**src/rtl/mission_sequencer.sv**
```systemverilog
// rtl/mission_sequencer.sv - command-driven level sequencer for one destructor machine
// Steps the machine with green/yellow/red, runs a watchdog, and returns one response per command.
module mission_sequencer #(
  parameter int TIMEOUT    = 200,
  parameter int RED_CYCLES = 2,
  parameter int WD_W       = 8
) (
  input  logic       clock,
  input  logic       reset_n,
  input  logic       cmd_valid,
  output logic       cmd_ready,
  input  logic [1:0] cmd_op,
  input  logic [1:0] cmd_target,
  input  logic       abort,
  input  logic [3:0] unit_state,
  output logic       green,
  output logic       yellow,
  output logic       red,
  output logic       resp_valid,
  input  logic       resp_ready,
  output logic [1:0] resp_code,
  output logic       busy
);

  typedef enum logic [2:0] {S_IDLE, S_ADV, S_RET, S_EVADE, S_RESP} state_t;

  localparam logic [1:0] OP_GOTO    = 2'b00;
  localparam logic [1:0] OP_EVADE   = 2'b01;
  localparam logic [1:0] OP_RETREAT = 2'b10;
  localparam logic [1:0] OP_RSVD    = 2'b11;

  localparam logic [1:0] RC_OK      = 2'b00;
  localparam logic [1:0] RC_FAIL    = 2'b01;
  localparam logic [1:0] RC_TIMEOUT = 2'b10;
  localparam logic [1:0] RC_REJECT  = 2'b11;

  localparam int RC_W = (RED_CYCLES < 2) ? 1 : $clog2(RED_CYCLES);
  localparam logic [RC_W-1:0] RED_LOAD = RC_W'(RED_CYCLES - 1);
  localparam logic [WD_W-1:0] WD_LIMIT = WD_W'(TIMEOUT);
  localparam logic [WD_W-1:0] WD_MAX   = '1;

  state_t            state;
  logic [1:0]        tgt_q;
  logic [WD_W-1:0]   wd;
  logic [RC_W-1:0]   red_cnt;

  logic              lvl_ok;
  logic [1:0]        lvl;
  logic              unit_fail;
  logic              unit_dec;
  logic [1:0]        goto_tgt;
  logic [WD_W-1:0]   wd_next;
  logic              wd_expired;

  // DECEPTION and FAIL carry no level; anything above EXPANSION is treated as FAIL.
  always_comb begin
    lvl_ok = 1'b1;
    lvl    = 2'd0;
    case (unit_state)
      4'd0:    lvl = 2'd0;
      4'd2:    lvl = 2'd1;
      4'd3:    lvl = 2'd2;
      4'd5:    lvl = 2'd3;
      default: lvl_ok = 1'b0;
    endcase
  end

  assign unit_fail  = (unit_state == 4'd4) || (unit_state > 4'd5);
  assign unit_dec   = (unit_state == 4'd1);
  assign goto_tgt   = (cmd_op == OP_RETREAT) ? 2'd0 : cmd_target;
  assign wd_next    = (wd == WD_MAX) ? wd : wd + WD_W'(1);
  assign wd_expired = (wd_next >= WD_LIMIT);

  always_ff @(posedge clock or negedge reset_n) begin
    if (!reset_n) begin
      state      <= S_IDLE;
      tgt_q      <= 2'd0;
      wd         <= '0;
      red_cnt    <= '0;
      cmd_ready  <= 1'b0;
      green      <= 1'b0;
      yellow     <= 1'b0;
      red        <= 1'b0;
      resp_valid <= 1'b0;
      resp_code  <= 2'b00;
      busy       <= 1'b0;
    end else begin
      case (state)
        S_IDLE: begin
          cmd_ready <= 1'b1;
          if (cmd_valid && cmd_ready) begin
            cmd_ready <= 1'b0;
            busy      <= 1'b1;
            wd        <= '0;
            tgt_q     <= goto_tgt;
            if (cmd_op == OP_RSVD || !lvl_ok ||
                (cmd_op != OP_EVADE && lvl == 2'd3 && goto_tgt < 2'd3)) begin
              state      <= S_RESP;
              resp_valid <= 1'b1;
              resp_code  <= RC_REJECT;
            end else if (cmd_op == OP_EVADE) begin
              state   <= S_EVADE;
              red     <= 1'b1;
              red_cnt <= RED_LOAD;
            end else if (goto_tgt > lvl) begin
              state <= S_ADV;
              green <= 1'b1;
            end else if (goto_tgt < lvl) begin
              state  <= S_RET;
              yellow <= 1'b1;
            end else begin
              state      <= S_RESP;
              resp_valid <= 1'b1;
              resp_code  <= RC_OK;
            end
          end
        end

        S_ADV, S_RET: begin
          wd <= wd_next;
          // abort beats completion; the watchdog keeps running into EVADE
          if (abort) begin
            state   <= S_EVADE;
            green   <= 1'b0;
            yellow  <= 1'b0;
            red     <= 1'b1;
            red_cnt <= RED_LOAD;
          end else if (unit_dec || unit_fail || (lvl_ok && lvl == tgt_q) || wd_expired) begin
            state      <= S_RESP;
            green      <= 1'b0;
            yellow     <= 1'b0;
            resp_valid <= 1'b1;
            if (unit_dec || unit_fail)
              resp_code <= RC_FAIL;
            else if (lvl_ok && lvl == tgt_q)
              resp_code <= RC_OK;
            else
              resp_code <= RC_TIMEOUT;
          end
        end

        S_EVADE: begin
          wd <= wd_next;
          if (red_cnt != '0)
            red_cnt <= red_cnt - RC_W'(1);
          else
            red <= 1'b0;
          if (unit_fail || (!red && unit_state == 4'd0) || wd_expired) begin
            state      <= S_RESP;
            red        <= 1'b0;
            resp_valid <= 1'b1;
            if (unit_fail)
              resp_code <= RC_FAIL;
            else if (!red && unit_state == 4'd0)
              resp_code <= RC_OK;
            else
              resp_code <= RC_TIMEOUT;
          end
        end

        S_RESP: begin
          if (resp_ready) begin
            state      <= S_IDLE;
            resp_valid <= 1'b0;
            busy       <= 1'b0;
            cmd_ready  <= 1'b1;
          end
        end

        default: begin
          state      <= S_IDLE;
          green      <= 1'b0;
          yellow     <= 1'b0;
          red        <= 1'b0;
          resp_valid <= 1'b0;
          busy       <= 1'b0;
        end
      endcase
    end
  end

endmodule

```
**config.mk**
```make
export PLATFORM = sky130hd
export DESIGN_NAME = mission_sequencer
export DESIGN_NICKNAME = d
export VERILOG_FILES = /design/src/rtl/mission_sequencer.sv
export SDC_FILE = /design/constraint.sdc
export NUM_CORES = 1
export LEC_CHECK = 0
export CAP_MARGIN = 10
export CORE_UTILIZATION = 59
export DETAILED_ROUTE_END_ITERATION = 8
export GPL_ROUTABILITY_DRIVEN = 1
export GPL_TIMING_DRIVEN = 1
export PLACE_DENSITY_LB_ADDON = 0.3
export SLEW_MARGIN = 30
export SYNTH_ARGS = -nofsm -noshare
export SYNTH_HDL_FRONTEND = slang
export SYNTH_SLANG_ARGS = --single-unit
```
**constraint.sdc**
```tcl
create_clock -name clock -period 4.6 [get_ports clock]
set_input_delay 0.46 -clock clock [delete_from_list [all_inputs] [get_ports clock]]
set_output_delay 0.46 -clock clock [all_outputs]
set_load 0.01 [all_outputs]
```
== Word level (Yosys, flattened, before mapping) ==
Index checks and enable logic that the tools add are counted.

* Memories: 0
* Memory bits (writable): 0
* Bits in latches: 0
* Bits in read-only memories: 0
* Logic and storage cells: 155
* Register bits after elaboration: 22

* Multiplexer cells: 66
* Reduce and logical (&&, ||, !) cells: 35
* Divide/modulo/power cells: 0
* Multipliers: 0
* Add/subtract/negate cells: 2
* Shift-type cells: 0
* Bitwise logic cells: 3
* Eq/ne operators: 33
* $lt $le $gt $ge: 5

{| class="wikitable"
|+ Operators with widths
! operator !! number
|-
| $mux 1 || 31
|-
| $mux 3 || 9
|-
| $mux 2 || 13
|-
| $ne 2x2->1 const B || 12
|-
| $mux 8 || 2
|-
| $pmux 8 s2 || 1
|-
| $reduce_and 8->1 || 2
|-
| $ne 3x3->1 const B || 5
|-
| $pmux 1 s3 || 4
|-
| $pmux 2 s3 || 2
|-
| $pmux 3 s4 || 1
|-
| $reduce_and 6->1 || 2
|-
| $add 8x1->8 const B || 1
|-
| $eq 4x2->1 const B || 2
|-
| $eq 4x3->1 const B || 2
|-
| $eq 8x8->1 const B || 1
|-
| $ge 8x8->1 const B || 1
|-
| $logic_or 1x1->1 || 8
|-
| $pmux 1 s4 || 2
|-
| $reduce_and 7->1 || 1
|-
| $eq 2x2->1 const B || 3
|-
| $eq 3x2->1 const B || 2
|-
| $reduce_and 2->1 || 3
|-
| $logic_and 1x1->1 || 5
|-
| other kinds (24) || 29
|}

== Longest topological paths before layout ==
Gate-level depths: netlist of the first run.

* Depth in word-level cells: 9
* Depth in mapped cells: 11

== Worst setup path before layout of the first run ==
Ideal clock, no wire load.

* Path kind: input -> register
* Start point: input unit_state[1]
* End point: register green
* Stages: 11
* Path slack: 2.240 ns
* Arrival: 2.235 ns
* Setup time: 0.125 ns
* Cells stage by stage: buf_6 > nor2b_1 > a22oi_1 > nor2_1 > ha_1 > nand2_1 > o21ai_0 > o41ai_1 > o221a_1 > and3_2 > mux2_4

* Cells in the longest elaborated chain, start to end: 8

{| class="wikitable"
|+ RTL lines
! what !! line !! RTL
|-
| start: declaration || 15 || <nowiki>input logic [3:0] unit_state,</nowiki>
|-
| $eq 4x3->1 (tied with other cells) || 59 || <nowiki>case (unit_state)</nowiki>
|-
| $pmux 2 s3 / $reduce_or 4->1 (equally long branches) || n/a ||
|-
| $eq 2x2->1 (tied with other cells) || 128 || <nowiki>end else if (unit_dec || unit_fail || (lvl_ok && lvl == tgt_q) || wd_expired) begin</nowiki>
|-
| $logic_and 1x1->1 (tied with other cells) || 128 ||
|-
| $logic_or 1x1->1 (tied with other cells) || 128 ||
|-
| $logic_or 1x1->1, on equally long branches || 128, 96 ||
|-
| $ne 3x3->1 (no line) / $ne 2x2->1 (equally long branches) || n/a ||
|-
| $reduce_and 6->1 (no line) * || n/a ||
|-
| end signal: assignment || 124 || <nowiki>green <= 1'b0;</nowiki>
|-
| end signal: assignment || 130 || <nowiki>green <= 1'b0;</nowiki>
|-
| end signal: assignment || 172 || <nowiki>green <= 1'b0;</nowiki>
|-
| end: declaration || 16 || <nowiki>output logic green,</nowiki>
|}

Mark *: on every way between the ends. The rest lies on a longest branch, timed or not.
A chain may end at the register's enable or synchronous reset.

== Worst setup path after layout of the first run ==
* Start point: input unit_state[2]
* End point: register green

Same word-level chain as after synthesis.

==> flow_summary.json, run 1 <==
{
  "synth_compound_area_share_pct": 30.2,
  "vias": 1533,
  "cts_tree": "done",
  "synth_warnings": 0,
  "muxShareOfSynthArea_pct": 3.94,
  "die_area_mm2": 0.00296,
  "drc_errors": 0,
  "cts-resized-gates": 0,
  "setup_viol": 0,
  "synth_cells": 184,
  "crit_arrival_ns": 3.01,
  "yosys.area.top_type": "dfrtp_1",
  "io_pins": 21,
  "dp_cells": 224,
  "fill_cells": 197,
  "fin_nets": 215,
  "critPathBufInv": 1,
  "path_class": "primary input to flop",
  "finClkSkew_ns": 0.00279,
  "setup_tns_ns": 0,
  "gp_congestion": 0.983,
  "track_usage_pct": 30.0,
  "grt_pass1_wl_mm": 6.29,
  "die_x_um": 54.4,
  "drt_pass1_iterations": 6,
  "clock_latency_ns": 0.31,
  "leakagePower_nw": 0.742,
  "drt_wl_total_mm": 3.90,
  "start_util_pct": 63.7,
  "cpMostUsedCell": "nor2_1",
  "p_per_area_mw_per_mm2": 501,
  "tritoncts.num_buffers": 3,
  "antenna_found_initial": 0,
  "grt_max_degree": 23,
  "startpoint": "unit_state[2]",
  "synth_xor_area_share_pct": 2.62,
  "stdcell_count": 228,
  "fp-row-count": 18,
  "syn_area_per_cell_um2": 8.81,
  "finalCritPeriodShare_pct": 60.8,
  "synth_flop_cell": "dfrtp_1",
  "grt_overflow_total": 0,
  "path_cells": "clkdlybuf4s50_1, nor2_1, a22oi_1, nor2_1, ha_1, nand2_1, o21ai_0, o41ai_1, o221a_1, and3_2, mux2_4",
  "first_iter_violations": 108,
  "hpwlAfterDp_mm": 2.81,
  "syn-num-nets": 200,
  "cp_max_fo": 11,
  "synth_area_leaders": "dfrtp_1 (34%), a21oi_1 (5.6%), nor2_1 (4.2%)",
  "synth_simple_gate_area_share_pct": 22.1,
  "multi_input_area_um2": 992,
  "clk_path_buf_depth": 2,
  "holdWs_ns": 0.0875,
  "netlist_area_mm2": 0.00162,
  "postCtsSetupRepairBufs": 0,
  "clk_pin_slew_worst_paths_ns": 0.13,
  "syn_to_final_growth_pct": 13.7,
  "fin_crit_ns": 2.80,
  "diodes": 0,
  "slew_headroom_pct": 38.5,
  "async_reset_ff_share_pct": 100,
  "htree_levels": 1,
  "ys_ff_latch": 22,
  "endpoint_kind": "flop",
  "critPathMaxStageDelay_ns": 0.72,
  "grt_pass1_vias": 1354,
  "hp-class": "primary input to asynchronous set/reset pin",
  "wl_per_cell_um": 17.1,
  "synth_edf_count": 0,
  "crit_family": "compound AO/OA/AOI/OAI gates",
  "yosysTopAreaCellShare_pct": 34.0,
  "port-buffer-count": 20,
  "yosysUniqueCellTypes": 61,
  "critical_path.startpoint_type": "primary input",
  "final-seq-area_um2": 551,
  "synthAdderAreaFrac_pct": 2.31,
  "tightest_slew_ns": 0.899,
  "vias_per_cell": 6.72,
  "cap_viol_max_count": 0,
  "antenna_left": 0,
  "ir_worst_vdd_v": 0.000399,
  "maxSlewViolCount": 0,
  "crit_path_top_delay_cell": "clkdlybuf4s50_1",
  "ys_seq_area_share_pct": 34.0,
  "chipHeight_um": 54.4,
  "hold_violations": 0,
  "drive_above_1_share_pct": 11.1,
  "clock-sinks": 22,
  "root_buffer": "clkbuf_4",
  "synth_top_family_by_area": "compound AO/OA/AOI/OAI gates",
  "total_power_mw": 0.924,
  "core_area_mm2": 0.00254,
  "fmaxAchievable_mhz": 358,
  "grt_setup_unrepaired": "no",
  "hold_buffers": 0,
  "run_status": "completed",
  "r2r-start": "state[0]",
  "cp.required_ns": 4.81
}
==> worst register-to-register path: cells and delay by family (launching register included) <==
kind,cells,cell delay (ns)
AO/OA/AOI/OAI,2,0.87
flip-flops,1,0.69
multiplexers,1,0.32
AND/OR/NAND/NOR,2,0.44
==> state kept, by name, indices dropped and copies added (netlist names), 2 cells and up <==
register and count:
wd 8, resp_code 2, state 3, tgt_q 2
==> worst paths after layout <==
kind,depth (start not counted),slack (ns),endpoint
min in group clock,1,0.51,resp_valid
max in group asynchronous,1,4.18,wd[3]
worst max-delay path,11,1.80,green
worst min-delay path,1,0.09,red
worst min register to register,1,0.51,resp_valid
worst max register to register,5,2.18,resp_code[0]
==> cell usage after synthesis, types with 2 or more instances <==
| library cell | instances |
|---|---|
| inv_1 | 4 |
| nand2_1 | 17 |
| nand2b_1 | 3 |
| mux2_2 | 3 |
| o21bai_1 | 2 |
| a2111oi_0 | 2 |
| o31ai_1 | 3 |
| buf_6 | 2 |
| nor4_1 | 2 |
| clkbuf_2 | 3 |
| xnor2_1 | 2 |
| a31oi_1 | 7 |
| o211ai_1 | 3 |
| dfrtp_1 | 22 |
| and4_1 | 2 |
| nand3_1 | 6 |
| mux2_4 | 2 |
| nor2_1 | 18 |
| ha_1 | 3 |
| o21ai_0 | 8 |
| a211oi_1 | 3 |
| nor2b_1 | 5 |
| nand3b_1 | 3 |
| buf_2 | 3 |
| a21oi_1 | 18 |
| o21ai_2 | 2 |
| a22oi_1 | 2 |
==> cell families after synthesis <==
kind of cell | Yosys count
AOI/OAI and AO/OA | 68
and+or+nand+nor | 68
DFF | 22
buffers and inverters | 14
muxes | 5
xor gates and xnor gates | 4
adders and majority gates | 3
==> through the flow <==
step	setup WS, ns	utilization, %	cell area [um^2]
after detailed placement	1.50	70.4	1790
final	1.80	72.4	1840
after global routing	1.69	72.4	1840
after CTS	1.84	72.4	1840
after global placement	1.59	70.6	1800
after floorplan	2.24	-	1620
==> placed cells by master (no fill, tap or decap), drive strengths merged, types with 2 or more instances in the layout <==
cell	Yosys	final
and4	2	2
clkdlybuf4s50	0	19
nand2b	3	3
o21bai	2	2
dfrtp	22	22
o21ai	11	11
o31ai	3	3
or3	2	2
clkbuf	4	3
and3	2	2
nand3	6	6
mux2	5	5
o211ai	3	3
a211oi	3	3
inv	4	4
a31oi	7	7
nor2b	5	5
o41ai	2	2
nand3b	3	3
a2111oi	3	3
a21oi	18	18
nand2	17	17
nor2	18	18
ha	3	3
a22oi	2	2
xnor2	3	3
nor4	2	2
==> power breakdown <==
part	internal, mW	total (mW)	switching (mW)
clock network	0.0881	0.151	0.0626
logic	0.217	0.439	0.222
registers	0.253	0.334	0.0811
total	0.558	0.924	0.366
==> layer usage <==
metal | vias to the layer above | global-route usage [%] | part of all wire (%)
met1 | 713 | 43.6 | 45
met5 | - | 0 | 0
li1 | 726 | - | -
met3 | 8 | 4.72 | 8.2
met2 | 86 | 43.5 | 45
met4 | 0 | 13.2 | 1.6
==> area by class of cell <==
| cell class | instances | share of cell area, % |
|---|---|---|
| clock inverters | 1 | 1.63 |
| clock buffers | 3 | 1.22 |
| inverters | 4 | 0.815 |
| multi-input cells | 148 | 53.8 |
| flip-flops and latches | 22 | 29.9 |
| well taps | 30 | 2.04 |
| repair buffers | 20 | 10.6 |
(Power assumes the default switching activity.)
==> run 2: changes to the inputs <==
--- a/config.mk
+++ b/config.mk
@@ -6,7 +6,7 @@
 export NUM_CORES = 1
 export LEC_CHECK = 0
 export CAP_MARGIN = 10
-export CORE_UTILIZATION = 59
+export CORE_UTILIZATION = 55
 export DETAILED_ROUTE_END_ITERATION = 8
 export GPL_ROUTABILITY_DRIVEN = 1
 export GPL_TIMING_DRIVEN = 1
==> constraint.sdc (replaced) <==
create_clock -name clock -period 2.74 [get_ports clock]
set_input_delay 0.274 -clock clock [delete_from_list [all_inputs] [get_ports clock]]
set_output_delay 0.274 -clock clock [all_outputs]
set_load 0.01 [all_outputs]
==> flow_summary.json, run 2 (synthesized netlist as in run 1, its figures left out) <==
{
  "hp-class": "primary input to asynchronous set/reset pin",
  "crit_family": "compound AO/OA/AOI/OAI gates",
  "fin_crit_ns": 2.57,
  "path_cells": "clkdlybuf4s50_1, nor2b_1, a22oi_1, nor2_1, ha_1, nand2_1, o21ai_0, o41ai_1, o221a_1, and3_2, mux2_4",
  "grt_pass1_vias": 1570,
  "grt_setup_unrepaired": "no",
  "root_buffer": "clkbuf_4",
  "first_iter_violations": 163,
  "crit_path_top_delay_cell": "clkdlybuf4s50_1",
  "clock_latency_ns": 0.31,
  "die_x_um": 56.3,
  "cts_tree": "done",
  "cap_viol_max_count": 0,
  "critPathBufInv": 1,
  "tritoncts.num_buffers": 3,
  "final_core_util_pct": 68.9,
  "vias_per_cell": 6.73,
  "drive_above_1_share_pct": 15.7,
  "wl_per_cell_um": 17.6,
  "vias": 1622,
  "maxSlewViolCount": 0,
  "final_cell_mix": "dfrtp_1 (22), clkdlybuf4s50_1 (20), nor2_1 (18), a21oi_1 (18), nand2_1 (17)",
  "top_regs": "wd: 8 flops, state: 3 flops",
  "hpwlAfterDp_mm": 3.22,
  "clock-sinks": 22,
  "rr_worst_depth": 6,
  "fin_area_mm2": 0.00192,
  "crit_arrival_ns": 2.79,
  "core_area_mm2": 0.00278,
  "finClkSkew_ns": 0.0211,
  "pre_cts_slack_ns": -0.138,
  "hold_buffers": 0,
  "grt_overflow_total": 0,
  "track_usage_pct": 29.7,
  "finalCritPeriodShare_pct": 93.8,
  "drt_wl_total_mm": 4.23,
  "gp_congestion": 0.978,
  "dp_cells": 238,
  "tightest_slew_ns": 0.663,
  "drc_errors": 0,
  "endpoint_kind": "flop",
  "grt_max_degree": 23,
  "timing.final.ws_setup_ns": 0.170,
  "ir_worst_vdd_v": 0.000712,
  "drt_pass1_iterations": 4,
  "diodes": 0,
  "htree_levels": 1,
  "port-buffer-count": 20,
  "leakagePower_nw": 0.791,
  "antenna_left": 0,
  "syn_to_final_growth_pct": 18.2,
  "fp-row-count": 19,
  "cts-resized-gates": 0,
  "placed_area_mm2": 0.00189,
  "run_status": "completed",
  "critical_path.startpoint_type": "primary input",
  "postCtsSetupRepairBufs": 0,
  "io_pins": 21,
  "clk_pin_slew_worst_paths_ns": 0.13,
  "slew_headroom_pct": 55.5,
  "largest_register_ff_count": 8,
  "p_per_area_mw_per_mm2": 782,
  "grt_pass1_wl_mm": 7.35,
  "worst-path-stages": 11,
  "start_util_pct": 58.3,
  "die_area_mm2": 0.00317,
  "top_register": "wd",
  "setup_viol": 0,
  "final_common_cell": "dfrtp_1",
  "total_power_mw": 1.50,
  "setup_tns_ns": 0,
  "stdcell_count": 241,
  "chipHeight_um": 56.3,
  "path_class": "primary input to flop",
  "holdWs_ns": 0.293,
  "fmaxAchievable_mhz": 389,
  "cp_max_fo": 4,
  "cp.required_ns": 2.96,
  "fin_nets": 228,
  "hold_violations": 0,
  "critPathMaxStageDelay_ns": 0.51,
  "antenna_found_initial": 0,
  "clk_path_buf_depth": 2
}
run 2: changes by cell type in the layout (fill, tap and decap cells not counted):
cell             change
buf_2                -1
buf_4               +13
bufinv_16            -1
clkdlybuf4s50_1      +1
run 2: final timing paths:
check	from	endpoint	slack, ns
worst max register to register	state[0]	green	0.22
worst min register to register	resp_code[0]	resp_code[0]	0.53
worst max-delay path	unit_state[0]	green	0.17
max in group asynchronous	reset_n	wd[2]	2.19
worst min-delay path	reset_n	red_cnt	0.29
min in group clock	resp_code[0]	resp_code[0]	0.53
run 2: metal layers:
metal	up-vias	track usage, %	share of wire, %
met3	11	8.06	8.4
met2	85	47.4	46
li1	755	-	-
met1	771	39.4	43
met4	0	9.41	1.8
met5	-	0	0
run 2: area by class of cell:
type                    instances  area [um^2]
multi-input cells             148          992
fillers                       234          865
flip-flops and latches         22          551
repair buffers                 33          298
well taps                      31         38.8
clock buffers                   3         22.5
inverters                       4         15.0
run 2: where the power goes:
group          switching, mW  internal, mW
Combinational          0.392         0.399
Sequential             0.135         0.425
Clock                 0.0951        0.0514
Total                  0.623         0.875
